==> config.mk <==
export PLATFORM = sky130hd
export DESIGN_NAME = pll_cfg_sequencer
export DESIGN_NICKNAME = d
export VERILOG_FILES = /design/src/rtl/pll_cfg_sequencer.sv
export SDC_FILE = /design/constraint.sdc
export NUM_CORES = 1
export LEC_CHECK = 0
export BUFFER_PORTS_ARGS = -buffer_cell sky130_fd_sc_hd__buf_2
export CAP_MARGIN = 10
export CORE_MARGIN = 1.5
export CORE_UTILIZATION = 45
export CTS_CLUSTER_DIAMETER = 30
export CTS_CLUSTER_SIZE = 24
export DETAILED_ROUTE_END_ITERATION = 7
export GPL_TIMING_DRIVEN = 0
export PLACE_DENSITY = 0.79
export REMOVE_ABC_BUFFERS = 1
export SLEW_MARGIN = 20
export SYNTH_ARGS = -nofsm -noshare
export SYNTH_HDL_FRONTEND = slang
export SYNTH_SLANG_ARGS = --single-unit
export TNS_END_PERCENT = 50
==> constraint.sdc <==
create_clock -name i_clk_ahb -period 3.3 [get_ports i_clk_ahb]
set_clock_uncertainty 0.05 [all_clocks]
set_input_delay 0.165 -clock i_clk_ahb [delete_from_list [all_inputs] [get_ports i_clk_ahb]]
set_output_delay 0.165 -clock i_clk_ahb [all_outputs]
set_load 0.02 [all_outputs]
==> src/rtl/pll_cfg_sequencer.sv <==
// pll_cfg_sequencer: autonomous PLL bring-up initiator on the PLL controller's
// register port. A single start pulse runs the sequence: hold the PLL in reset
// with bypass, program mul/div, enable, poll lock status, then switch the SoC
// clock onto the PLL. Failures park the PLL in bypass and report an error code.
//
// Optional build macro PLL_SEQ_RETRY_EN: the first lock timeout restarts the
// sequence once from the reset write with the same mul/div.
module pll_cfg_sequencer #(
    parameter logic [31:0] CTRL_ADDR   = 32'h0000_0000,
    parameter logic [31:0] CFG_ADDR    = 32'h0000_0004,
    parameter logic [31:0] STAT_ADDR   = 32'h0000_0008,
    parameter int unsigned POLL_GAP    = 16,
    parameter int unsigned MAX_POLLS   = 64,
    parameter int unsigned RSP_TIMEOUT = 32
) (
    input  logic        i_clk_ahb,
    input  logic        i_rst,
    input  logic        i_start,
    input  logic [7:0]  i_mul,
    input  logic [7:0]  i_div,
    output logic [31:0] o_address,
    output logic        o_rd0_wr1,
    output logic [31:0] o_wr_data,
    output logic        o_valid,
    input  logic        i_ready,
    input  logic [31:0] i_rd_data,
    input  logic        i_rd_valid,
    output logic        o_busy,
    output logic        o_done,
    output logic [1:0]  o_err_code,
    output logic        o_locked
);

    localparam int PCW = $clog2(MAX_POLLS + 1);
    localparam int GCW = $clog2(POLL_GAP + 1);
    localparam int RCW = $clog2(RSP_TIMEOUT + 1);

    localparam logic [PCW-1:0] POLL_LAST = PCW'(MAX_POLLS - 1);
    localparam logic [GCW-1:0] GAP_LAST  = GCW'(POLL_GAP - 1);
    localparam logic [RCW-1:0] RSP_LAST  = RCW'(RSP_TIMEOUT - 1);

    localparam logic [31:0] CTRL_RST_BYP = 32'h0000_0006;
    localparam logic [31:0] CTRL_EN      = 32'h0000_0001;
    localparam logic [31:0] CTRL_EN_SEL  = 32'h0000_0009;
    localparam logic [31:0] CTRL_BYP     = 32'h0000_0002;

    localparam logic [1:0] ERR_OK  = 2'd0;
    localparam logic [1:0] ERR_CFG = 2'd1;
    localparam logic [1:0] ERR_PLL = 2'd2;
    localparam logic [1:0] ERR_TMO = 2'd3;

    typedef enum logic [3:0] {
        ST_IDLE,
        ST_WR_RST,
        ST_WR_CFG,
        ST_WR_EN,
        ST_RD_STAT,
        ST_WAIT_RD,
        ST_GAP,
        ST_WR_SEL,
        ST_SAFE,
        ST_DONE
    } state_t;

    state_t         state_q, state_d;
    logic           bus_acc;
    logic           acc_q;
    logic           req;
    logic           start_ok;
    logic           err_load;
    logic [1:0]     err_val;
    logic           lock_set;
    logic           tmo;
    logic           can_retry;
    logic [7:0]     mul_q, div_q;
    logic [1:0]     err_q;
    logic           locked_q;
    logic [PCW-1:0] poll_cnt_q;
    logic [GCW-1:0] gap_cnt_q;
    logic [RCW-1:0] rsp_cnt_q;
    logic           unused_rd_bits;

    // Only the locked/error bits of the status word steer the sequence.
    assign unused_rd_bits = &{1'b0, i_rd_data[31:2]};

    assign bus_acc = o_valid && i_ready;

    // State register.
    always_ff @(posedge i_clk_ahb) begin
        // NOTE: clocked state uses non-blocking assignments so every register
        // samples pre-edge values regardless of block evaluation order.
        if (i_rst) begin
            state_q <= ST_IDLE;
        end else begin
            state_q <= state_d;
        end
    end

    // Next-state logic plus the one-cycle strobes that update the datapath.
    always_comb begin
        // NOTE: every signal gets a default before the case so no path leaves
        // it unassigned and no latch is inferred.
        state_d  = state_q;
        start_ok = 1'b0;
        err_load = 1'b0;
        err_val  = ERR_OK;
        lock_set = 1'b0;
        tmo      = 1'b0;
        case (state_q)
            ST_IDLE: begin
                if (i_start) begin
                    err_load = 1'b1;
                    if (i_mul == 8'd0 || i_div == 8'd0) begin
                        err_val = ERR_CFG;
                        state_d = ST_DONE;
                    end else begin
                        err_val  = ERR_OK;
                        start_ok = 1'b1;
                        state_d  = ST_WR_RST;
                    end
                end
            end
            ST_WR_RST:  if (bus_acc) state_d = ST_WR_CFG;
            ST_WR_CFG:  if (bus_acc) state_d = ST_WR_EN;
            ST_WR_EN:   if (bus_acc) state_d = ST_RD_STAT;
            ST_RD_STAT: if (bus_acc) state_d = ST_WAIT_RD;
            ST_WAIT_RD: begin
                if (i_rd_valid) begin
                    if (i_rd_data[1]) begin
                        state_d  = ST_SAFE;
                        err_load = 1'b1;
                        err_val  = ERR_PLL;
                    end else if (i_rd_data[0]) begin
                        state_d = ST_WR_SEL;
                    end else if (poll_cnt_q == POLL_LAST) begin
                        tmo = 1'b1;
                    end else begin
                        state_d = ST_GAP;
                    end
                end else if (rsp_cnt_q == RSP_LAST) begin
                    tmo = 1'b1;
                end
                if (tmo) begin
                    if (can_retry) begin
                        state_d = ST_WR_RST;
                    end else begin
                        state_d  = ST_SAFE;
                        err_load = 1'b1;
                        err_val  = ERR_TMO;
                    end
                end
            end
            ST_GAP:     if (gap_cnt_q == GAP_LAST) state_d = ST_RD_STAT;
            ST_WR_SEL: begin
                if (bus_acc) begin
                    lock_set = 1'b1;
                    state_d  = ST_DONE;
                end
            end
            ST_SAFE:    if (bus_acc) state_d = ST_DONE;
            ST_DONE:    state_d = ST_IDLE;
            default:    state_d = ST_IDLE;
        endcase
    end

    // Bus request and status outputs decoded from the current state.
    always_comb begin
        req       = 1'b0;
        o_address = 32'h0;
        o_rd0_wr1 = 1'b0;
        o_wr_data = 32'h0;
        case (state_q)
            ST_WR_RST: begin
                req = 1'b1; o_address = CTRL_ADDR; o_rd0_wr1 = 1'b1; o_wr_data = CTRL_RST_BYP;
            end
            ST_WR_CFG: begin
                req = 1'b1; o_address = CFG_ADDR; o_rd0_wr1 = 1'b1; o_wr_data = {16'h0, div_q, mul_q};
            end
            ST_WR_EN: begin
                req = 1'b1; o_address = CTRL_ADDR; o_rd0_wr1 = 1'b1; o_wr_data = CTRL_EN;
            end
            ST_RD_STAT: begin
                req = 1'b1; o_address = STAT_ADDR;
            end
            ST_WR_SEL: begin
                req = 1'b1; o_address = CTRL_ADDR; o_rd0_wr1 = 1'b1; o_wr_data = CTRL_EN_SEL;
            end
            ST_SAFE: begin
                req = 1'b1; o_address = CTRL_ADDR; o_rd0_wr1 = 1'b1; o_wr_data = CTRL_BYP;
            end
            default: req = 1'b0;
        endcase
        // The cycle after any acceptance is always idle on the bus, even when
        // the next state issues another request straight away.
        o_valid    = req && !acc_q;
        o_busy     = (state_q != ST_IDLE) && (state_q != ST_DONE);
        o_done     = (state_q == ST_DONE);
        o_err_code = err_q;
        o_locked   = locked_q;
    end

    // Latched configuration, result registers and the poll/gap/response counters.
    always_ff @(posedge i_clk_ahb) begin
        if (i_rst) begin
            acc_q      <= 1'b0;
            mul_q      <= 8'd0;
            div_q      <= 8'd0;
            err_q      <= ERR_OK;
            locked_q   <= 1'b0;
            poll_cnt_q <= '0;
            gap_cnt_q  <= '0;
            rsp_cnt_q  <= '0;
        end else begin
            acc_q <= bus_acc;
            if (start_ok) begin
                mul_q    <= i_mul;
                div_q    <= i_div;
                locked_q <= 1'b0;
            end
            if (lock_set) locked_q <= 1'b1;
            if (err_load) err_q <= err_val;
            if (state_q == ST_WR_EN) begin
                poll_cnt_q <= '0;
            end else if (state_q == ST_WAIT_RD && i_rd_valid && i_rd_data[1:0] == 2'b00) begin
                poll_cnt_q <= poll_cnt_q + PCW'(1);
            end
            rsp_cnt_q <= (state_q == ST_WAIT_RD) ? rsp_cnt_q + RCW'(1) : '0;
            gap_cnt_q <= (state_q == ST_GAP) ? gap_cnt_q + GCW'(1) : '0;
        end
    end

`ifdef PLL_SEQ_RETRY_EN
    logic retry_used_q;

    // One retry per start: armed on start, spent on the first lock timeout.
    always_ff @(posedge i_clk_ahb) begin
        if (i_rst) begin
            retry_used_q <= 1'b0;
        end else if (start_ok) begin
            retry_used_q <= 1'b0;
        end else if (tmo) begin
            retry_used_q <= 1'b1;
        end
    end

    assign can_retry = !retry_used_q;
`else
    assign can_retry = 1'b0;
`endif

endmodule

=== Word level (Yosys, flattened, before mapping) ===
Cells that the tools add are included.

* Multiplexer cells: 42
* Multiply operators: 0
* Add/sub/neg operators: 3
* Reduce and logical (&&, ||, !) cells: 20
* Shift-type cells: 0
* Bitwise logic cells: 2
* Divide/modulo/power cells: 0
* Equal/unequal tests: 22
* $lt $le $gt $ge: 0

{| class="wikitable"
|+ Operator list
! operator !! number
|-
| $pmux 16 s5 || 1
|-
| $mux 4 || 13
|-
| $pmux 4 s8 || 1
|-
| $mux 1 || 21
|-
| $eq 4x3->1 const B || 4
|-
| $logic_not 8->1 || 2
|-
| $ne 2x2->1 const B || 6
|-
| $reduce_and 9->1 || 1
|-
| $eq 4x2->1 const B || 2
|-
| $eq 4x4->1 const B || 2
|-
| $pmux 4 s2 || 1
|-
| $reduce_or 2->1 || 4
|-
| $add 7x1->7 const B || 1
|-
| $eq 7x6->1 const B || 1
|-
| $add 6x1->6 const B || 1
|-
| $eq 6x5->1 const B || 1
|-
| $mux 2 || 3
|-
| $reduce_or 6->1 || 1
|-
| $add 5x1->5 const B || 1
|-
| $eq 5x4->1 const B || 1
|-
| $logic_and 1x1->1 || 5
|-
| $ne 5x4->1 const B || 1
|-
| $reduce_or 5->1 || 1
|-
| $eq 4x1->1 const B || 1
|-
| other kinds (12) || 13
|}

* Latch bits: 0
* Bits in registers: 42
* ROM bits: 0
* Memory bits (writable): 0
* Output and inout port bits: 71
* Input port bits: 53
* Word-level logic and storage cells: 98
* Memories kept: 0

=== Depth between registers and ports, before layout ===
Gate-level depths: netlist (run 1).

* Depth in word-level cells: 8
* Mapped depth: 9
* Gate-level depth less buffers: 7

=== Least setup slack after synthesis (run 1) ===
No wires, ideal clock.

* Kind: reg-to-output
* Start: register state_q[0]
* End: output port o_wr_data[10]
* Data required time: 3.085 ns
* Path buffers: 3
* Cell stages (with the launch flop): 7
* Arrival time: 1.536 ns
* Slack: 1.549 ns
* Path through: dfxtp_1 > buf_6 > or2_1 > buf_6 > nor2_1 > clkbuf_1 > and2_1

* Cells in the longest elaborated chain, start to end: 2
* Elaborated cells between the ends (all ways): 6
* Those cells by class: eq/ne (5); mux (1)

{| class="wikitable"
|+ Ends and longest elaborated chain
! element !! RTL line !! RTL
|-
| start: declaration || 65 || <nowiki>state_t state_q, state_d;</nowiki>
|-
| start signal: assignment || 95 || <nowiki>state_q <= state_d;</nowiki>
|-
| $eq 4x4->1 (tied with other cells) || 172 || <nowiki>case (state_q)</nowiki>
|-
| $pmux 16 s5 (*) || 172 ||
|-
| end: declaration || 23 || <nowiki>output logic [31:0] o_wr_data,</nowiki>
|}

Every way passes the cells marked *; elsewhere a longest branch is shown, timed or not.

=== Worst setup path after layout (run 1) ===
* Start: register state_q[0]
* End: register mul_q[5]

* Cells in the longest elaborated chain, start to end: 2

{| class="wikitable"
|+ Ends and longest elaborated chain
! element !! RTL line !! RTL
|-
| $logic_not 4->1 || 109 || <nowiki>case (state_q)</nowiki>
|-
| $mux 1 || 109 ||
|-
| end signal: assignment || 216 || <nowiki>mul_q <= i_mul;</nowiki>
|-
| end: declaration || 75 || <nowiki>logic [7:0] mul_q, div_q;</nowiki>
|}

Every way passes these cells.
A chain may end at the register's enable or synchronous reset.

==> impl_metrics.json, run 1 <==
{
  "status": "completed",
  "netlist_area_um2": 2480,
  "core_um2": 5200,
  "cts_max_path_buffers": 2,
  "syn-mean-instance-area_um2": 8.34,
  "drive_above_1_share_pct": 17.6,
  "pwr-share-clk_pct": 23.9,
  "synth_ff_type": "dfxtp_1",
  "p_int_w": 0.00104,
  "die_x_um": 77.3,
  "clock_sinks": 42,
  "ir_worst_vdd_mv": 0.287,
  "slew_headroom_pct": 53.0,
  "regArea_um2": 841,
  "grt_start_max_net_pins": 27,
  "start_util_pct": 47.7,
  "synth_top_area_share_pct": 33.8,
  "hold_path_class": "in2reg",
  "period_needed_ps": 2470,
  "cts_tree": "done",
  "ios": 124,
  "layout_commonest_cell": "nor2_1",
  "multi_input_area_um2": 1360,
  "cp_max_fo": 18,
  "synthTopCellsByArea": "dfxtp_1 (34%), buf_4 (14%), nor2_1 (7.9%), mux2i_1 (6.8%), and2_1 (3.0%)",
  "h-tree-depth": 2,
  "vias": 1983,
  "yosysTopAreaCell": "dfxtp_1",
  "fin_setup_tns_ps": 0,
  "dr.first_iter.drc_count": 118,
  "die-area_um2": 5980,
  "utilization_pct": 51.5,
  "setup_viol": 0,
  "grt_pass1_vias": 1721,
  "swShare_pct": 39.2,
  "power_density_nw_per_um2": 637,
  "area_delta_synth_final_pct": 7.80,
  "grt_pass1_wl_um": 7510,
  "fin_nets": 396,
  "num_rows": 26,
  "worstMarginPinSlew_ps": 703,
  "final_hold_viol_count": 0,
  "numCtsBuffers": 5,
  "numPortBuffers": 47,
  "cp-start-kind": "flop",
  "finalCritPeriodShare_pct": 74.7,
  "fmax_mhz": 406,
  "cts-root-buf": "clkbuf_8",
  "die_h_um": 77.3,
  "arrival_ps": 2600,
  "cts_hold_buf": 0,
  "slew_viol_final": 0,
  "diodes": 0,
  "drc": 0,
  "critPathRequiredTime_ps": 3430,
  "ant_nets": 0,
  "yosysWarnings": 0,
  "leakagePower_nw": 1.28,
  "async_flop_share_pct": 0,
  "hpwl_um": 3400,
  "firstDrtPassIters": 4,
  "p_seq_share_pct": 37.7,
  "grt_overflow": 0,
  "finalPower_w": 0.00171,
  "ys_seq_area_share_pct": 33.8,
  "ys_seq_elements": 42,
  "ys_types": 45,
  "drv_cap": 0,
  "nFillCells": 509,
  "rsz0062_at_grt": "false",
  "wl_per_cell_um": 11.2,
  "crit_type": "reg2reg",
  "final_cell_mix": "nor2_1 (52), buf_2 (47), conb_1 (46), dfxtp_1 (42), mux2i_1 (17)",
  "wl_um": 4590,
  "antenna_found_initial": 0,
  "p_sw_w": 0.000668,
  "viasPerCell": 4.84,
  "gr-usage-all-layers_pct": 15.8,
  "postCtsSetupBuffers": 0,
  "post_cts_resized": 0,
  "path_clk_slew_ps": 80,
  "synth_edf_count": 0,
  "place.gp.congestion": 0.860,
  "clk_latency_ps": 300,
  "endpoint_kind": "flop",
  "syn_inst": 298,
  "p_comb_share_pct": 38.4
}
-- routing by layer --
metal  vias to the layer above  wire [um]  global-route usage [%]
li1                        997          -                       -
met1                       904       2110                    19.0
met2                        76       2100                    25.8
met3                         6        306                    4.88
met4                         0         70                    6.55
met5                         -          0                       0
-- state kept, by name, summed over array words and instances, names as in the netlist --
register	count
div_q	8
mul_q	8
poll_cnt_q	7
rsp_cnt_q	6
gap_cnt_q	5
state_q	4
o_err_code	2
acc_q	1
o_locked	1
-- area by class of cell --
class | instances | share of cell area [%]
tap | 70 | 3.27
multi-input combinational | 235 | 50.8
clock buffer | 5 | 2.57
timing repair buffer | 48 | 9.34
clock inverter | 3 | 1.68
inverter | 7 | 0.981
sequential | 42 | 31.4
-- critical path, cell delays in order, from the launching register on --
cell	delay, ps
dfxtp_1	480
or2_1	390
nor3_4	210
nand4_1	600
buf_8	390
mux2i_1	160
nor2_1	50
-- stage by stage --
step                hold slack, ps  cells  setup slack (ps)  instance area (um2)
finish                        58.7    410               834                 2680
global route                  55.2    410               625                 2680
CTS                           53.6    410               809                 2680
detailed placement             372    402               818                 2560
global placement               365    401               441                 2550
floorplan                      187    284              1030                 2230
-- cell usage after synthesis (4+ instances only) --
library cell	n
nand2_1	13
or3_1	5
buf_4	46
nand3_1	6
nor2_1	52
o21ai_0	7
clkbuf_1	7
a21oi_1	13
inv_1	7
nand2b_1	5
mux2i_1	17
nor4_1	4
and3_1	5
buf_6	4
dfxtp_1	42
xor2_1	7
and2_1	12
ha_1	4
nand4_1	4
-- worst paths after layout --
kind         slack [ps]            to         start  cells past startpoint
max                 830      mul_q[5]    state_q[0]                      6
min                  60      div_q[3]      i_div[3]                      3
max reg2reg         830      mul_q[5]    state_q[0]                      6
min reg2reg         400  rsp_cnt_q[0]  rsp_cnt_q[0]                      1
-- power groups by stage --
| stage | clock network, W | registers [W] | logic (W) |
|---|---|---|---|
| after floorplan | 0 | 0.000635 | 0.000483 |
| after global placement | 0 | 0.000650 | 0.000635 |
| after detailed placement | 0 | 0.000654 | 0.000653 |
| after CTS | 0.000418 | 0.000642 | 0.000656 |
| after global routing | 0.000438 | 0.000657 | 0.000717 |
| final | 0.000407 | 0.000643 | 0.000656 |
-- logic make-up after synthesis --
group	synth area share, %
adder cells (fa/ha/maj)	2.01
buffers and inverters	18.2
other	0.151
flip-flops	33.8
AO/OA/AOI/OAI	10.3
XOR/XNOR	3.52
AND/OR/NAND/NOR	24.7
multiplexers	7.30
Note: power is estimated with default switching activity, not from simulation.
==> run 2, diff against run 1 <==
- CORE_UTILIZATION: 45 -> 42
- PLACE_DENSITY: 0.79 -> 0.77
- clock period: 3.3 -> 2 ns (I/O delays scaled with it)
==> run 2 against run 1 <==
Against the previous run: critical path depth down 1; count of clock-buffer cells in the layout up 1; global-route usage increased by 0.85 points; first-iteration DRC count grew 93%; cell count increased by 1.7%; critical endpoint is now poll_cnt_q[5]; sequential cell count stayed put; largest power group unchanged; utilization fell by 2.1 points.
==> impl_metrics.json, run 2 (same netlist as run 1, synthesis figures left out) <==
{
  "worstRegToRegCells": 5,
  "numPortBuffers": 47,
  "final_cell_mix": "nor2_1 (51), buf_2 (47), conb_1 (46), dfxtp_1 (38), mux2i_1 (17)",
  "ios": 124,
  "drv_cap": 0,
  "cp_cell_sequence": "nand4bb_1 > nor4b_4 > nand4_1 > xor2_1 > nor2_1",
  "p_seq_share_pct": 37.5,
  "wl_um": 5150,
  "setup_viol": 0,
  "leakagePower_nw": 1.32,
  "area_delta_synth_final_pct": 11.3,
  "clock_sinks": 42,
  "cts_max_path_buffers": 2,
  "fmax_mhz": 537,
  "utilization_pct": 49.3,
  "ant_nets": 0,
  "finalPower_w": 0.00287,
  "p_sw_w": 0.00111,
  "drive_above_1_share_pct": 20.0,
  "die_x_um": 79.9,
  "firstDrtPassIters": 5,
  "grt_overflow": 0,
  "final_hold_viol_count": 0,
  "cp_max_fo": 18,
  "slowest_stage": "dfxtp_2",
  "fin_setup_tns_ps": 0,
  "diodes": 0,
  "h-tree-depth": 2,
  "path_clk_slew_ps": 80,
  "hold_slack_ps": 8.47,
  "viasPerCell": 4.90,
  "die-area_um2": 6390,
  "top_regs": "div_q (8), mul_q (8), poll_cnt_q (7)",
  "min_path_cells": 3,
  "cts_tree": "done",
  "max_stage_delay_ps": 550,
  "crit_type": "reg2reg",
  "fin_nets": 402,
  "wl_per_cell_um": 12.3,
  "layout_commonest_cell": "nor2_1",
  "power_density_nw_per_um2": 1040,
  "die_h_um": 79.9,
  "nFillCells": 529,
  "cts-root-buf": "clkbuf_8",
  "gr-usage-all-layers_pct": 16.6,
  "arrival_ps": 2010,
  "core_um2": 5610,
  "endpoint_kind": "flop",
  "antenna_found_initial": 0,
  "critPathRequiredTime_ps": 2150,
  "p_int_w": 0.00176,
  "hold_path_class": "in2reg",
  "grt_pass1_wl_um": 8200,
  "ir_worst_vdd_mv": 0.633,
  "num_rows": 27,
  "status": "completed",
  "finalCritPeriodShare_pct": 93.1,
  "place.gp.congestion": 0.805,
  "p_comb_share_pct": 38.7,
  "clk_latency_ps": 300,
  "numCtsBuffers": 5,
  "cp-start-kind": "flop",
  "drc": 0,
  "start_util_pct": 44.3,
  "slew_viol_final": 0,
  "period_needed_ps": 1860,
  "vias": 2044,
  "dr.first_iter.drc_count": 228,
  "hpwl_um": 3520,
  "grt_start_max_net_pins": 27,
  "grt_pass1_vias": 1833,
  "pwr-share-clk_pct": 23.8,
  "swShare_pct": 38.7
}
## run 2: changes by cell type in the layout (fill, tap and decap cells not counted), sizes merged
cell | before | now
clkinvlp | 2 | 0
buf | 48 | 49
clkbuf | 5 | 6
dlygate4sd3 | 0 | 5
## run 2: per-stage QoR
| step | area (um2) | std cells | setup WS (ps) |
|---|---|---|---|
| finish | 2770 | 417 | 138 |
| global route | 2770 | 417 | -12.4 |
| CTS | 2750 | 417 | 27.3 |
| detailed placement | 2550 | 403 | -791 |
| global placement | 2550 | 403 | -780 |
| floorplan | 2230 | 284 | -273 |
## run 2: power groups by stage
stage	clock network, W	registers, W	logic [W]
global placement	0	0.00107	0.00104
CTS	0.000701	0.00107	0.00109
finish	0.000683	0.00107	0.00111
global route	0.000736	0.00110	0.00121
floorplan	0	0.00105	0.000797
detailed placement	0	0.00108	0.00105
## run 2: area by class of cell
| class | instances | area (um2) | area share, % |
|---|---|---|---|
| Multi-Input combinational cell | 235 | 1390 | 50.3 |
| Tap cell | 72 | 90.1 | 3.26 |
| Sequential cell | 42 | 846 | 30.6 |
| Clock buffer | 6 | 82.6 | 2.99 |
| Inverter | 7 | 26.3 | 0.950 |
| Timing Repair Buffer | 54 | 300 | 10.9 |
| Clock inverter | 1 | 30.0 | 1.09 |
## run 2: repair_timing
item,in CTS,in global routing
endpoints found under the setup margin,38,38
endpoints found under the hold margin,5,0
hold buffers,5,0
gates resized for setup,5,6
pin swaps,1,0
setup buffers,2,0
## run 2: worst max-delay path, delay by kind of cell, from the launching register on
family / cells / cell delay (ps)
simple gates: 4 / 980
xor+xnor: 1 / 170
flops: 1 / 550
## run 2: path summary, 6_finish.rpt
kind | to | from | slack, ps
max | poll_cnt_q[5] | state_q[2] | 140
min | mul_q[4] | i_mul[4] | 8
max reg2reg | poll_cnt_q[5] | state_q[2] | 140
min reg2reg | gap_cnt_q[0] | gap_cnt_q[0] | 400
## run 2: metal layers
layer | vias to the layer above | track usage, % | share of wire (%)
li1 | 1009 | - | -
met1 | 910 | 19.4 | 41
met2 | 112 | 27.1 | 47
met3 | 13 | 3.66 | 9.2
met4 | 0 | 10.7 | 2.5
met5 | - | 0 | 0
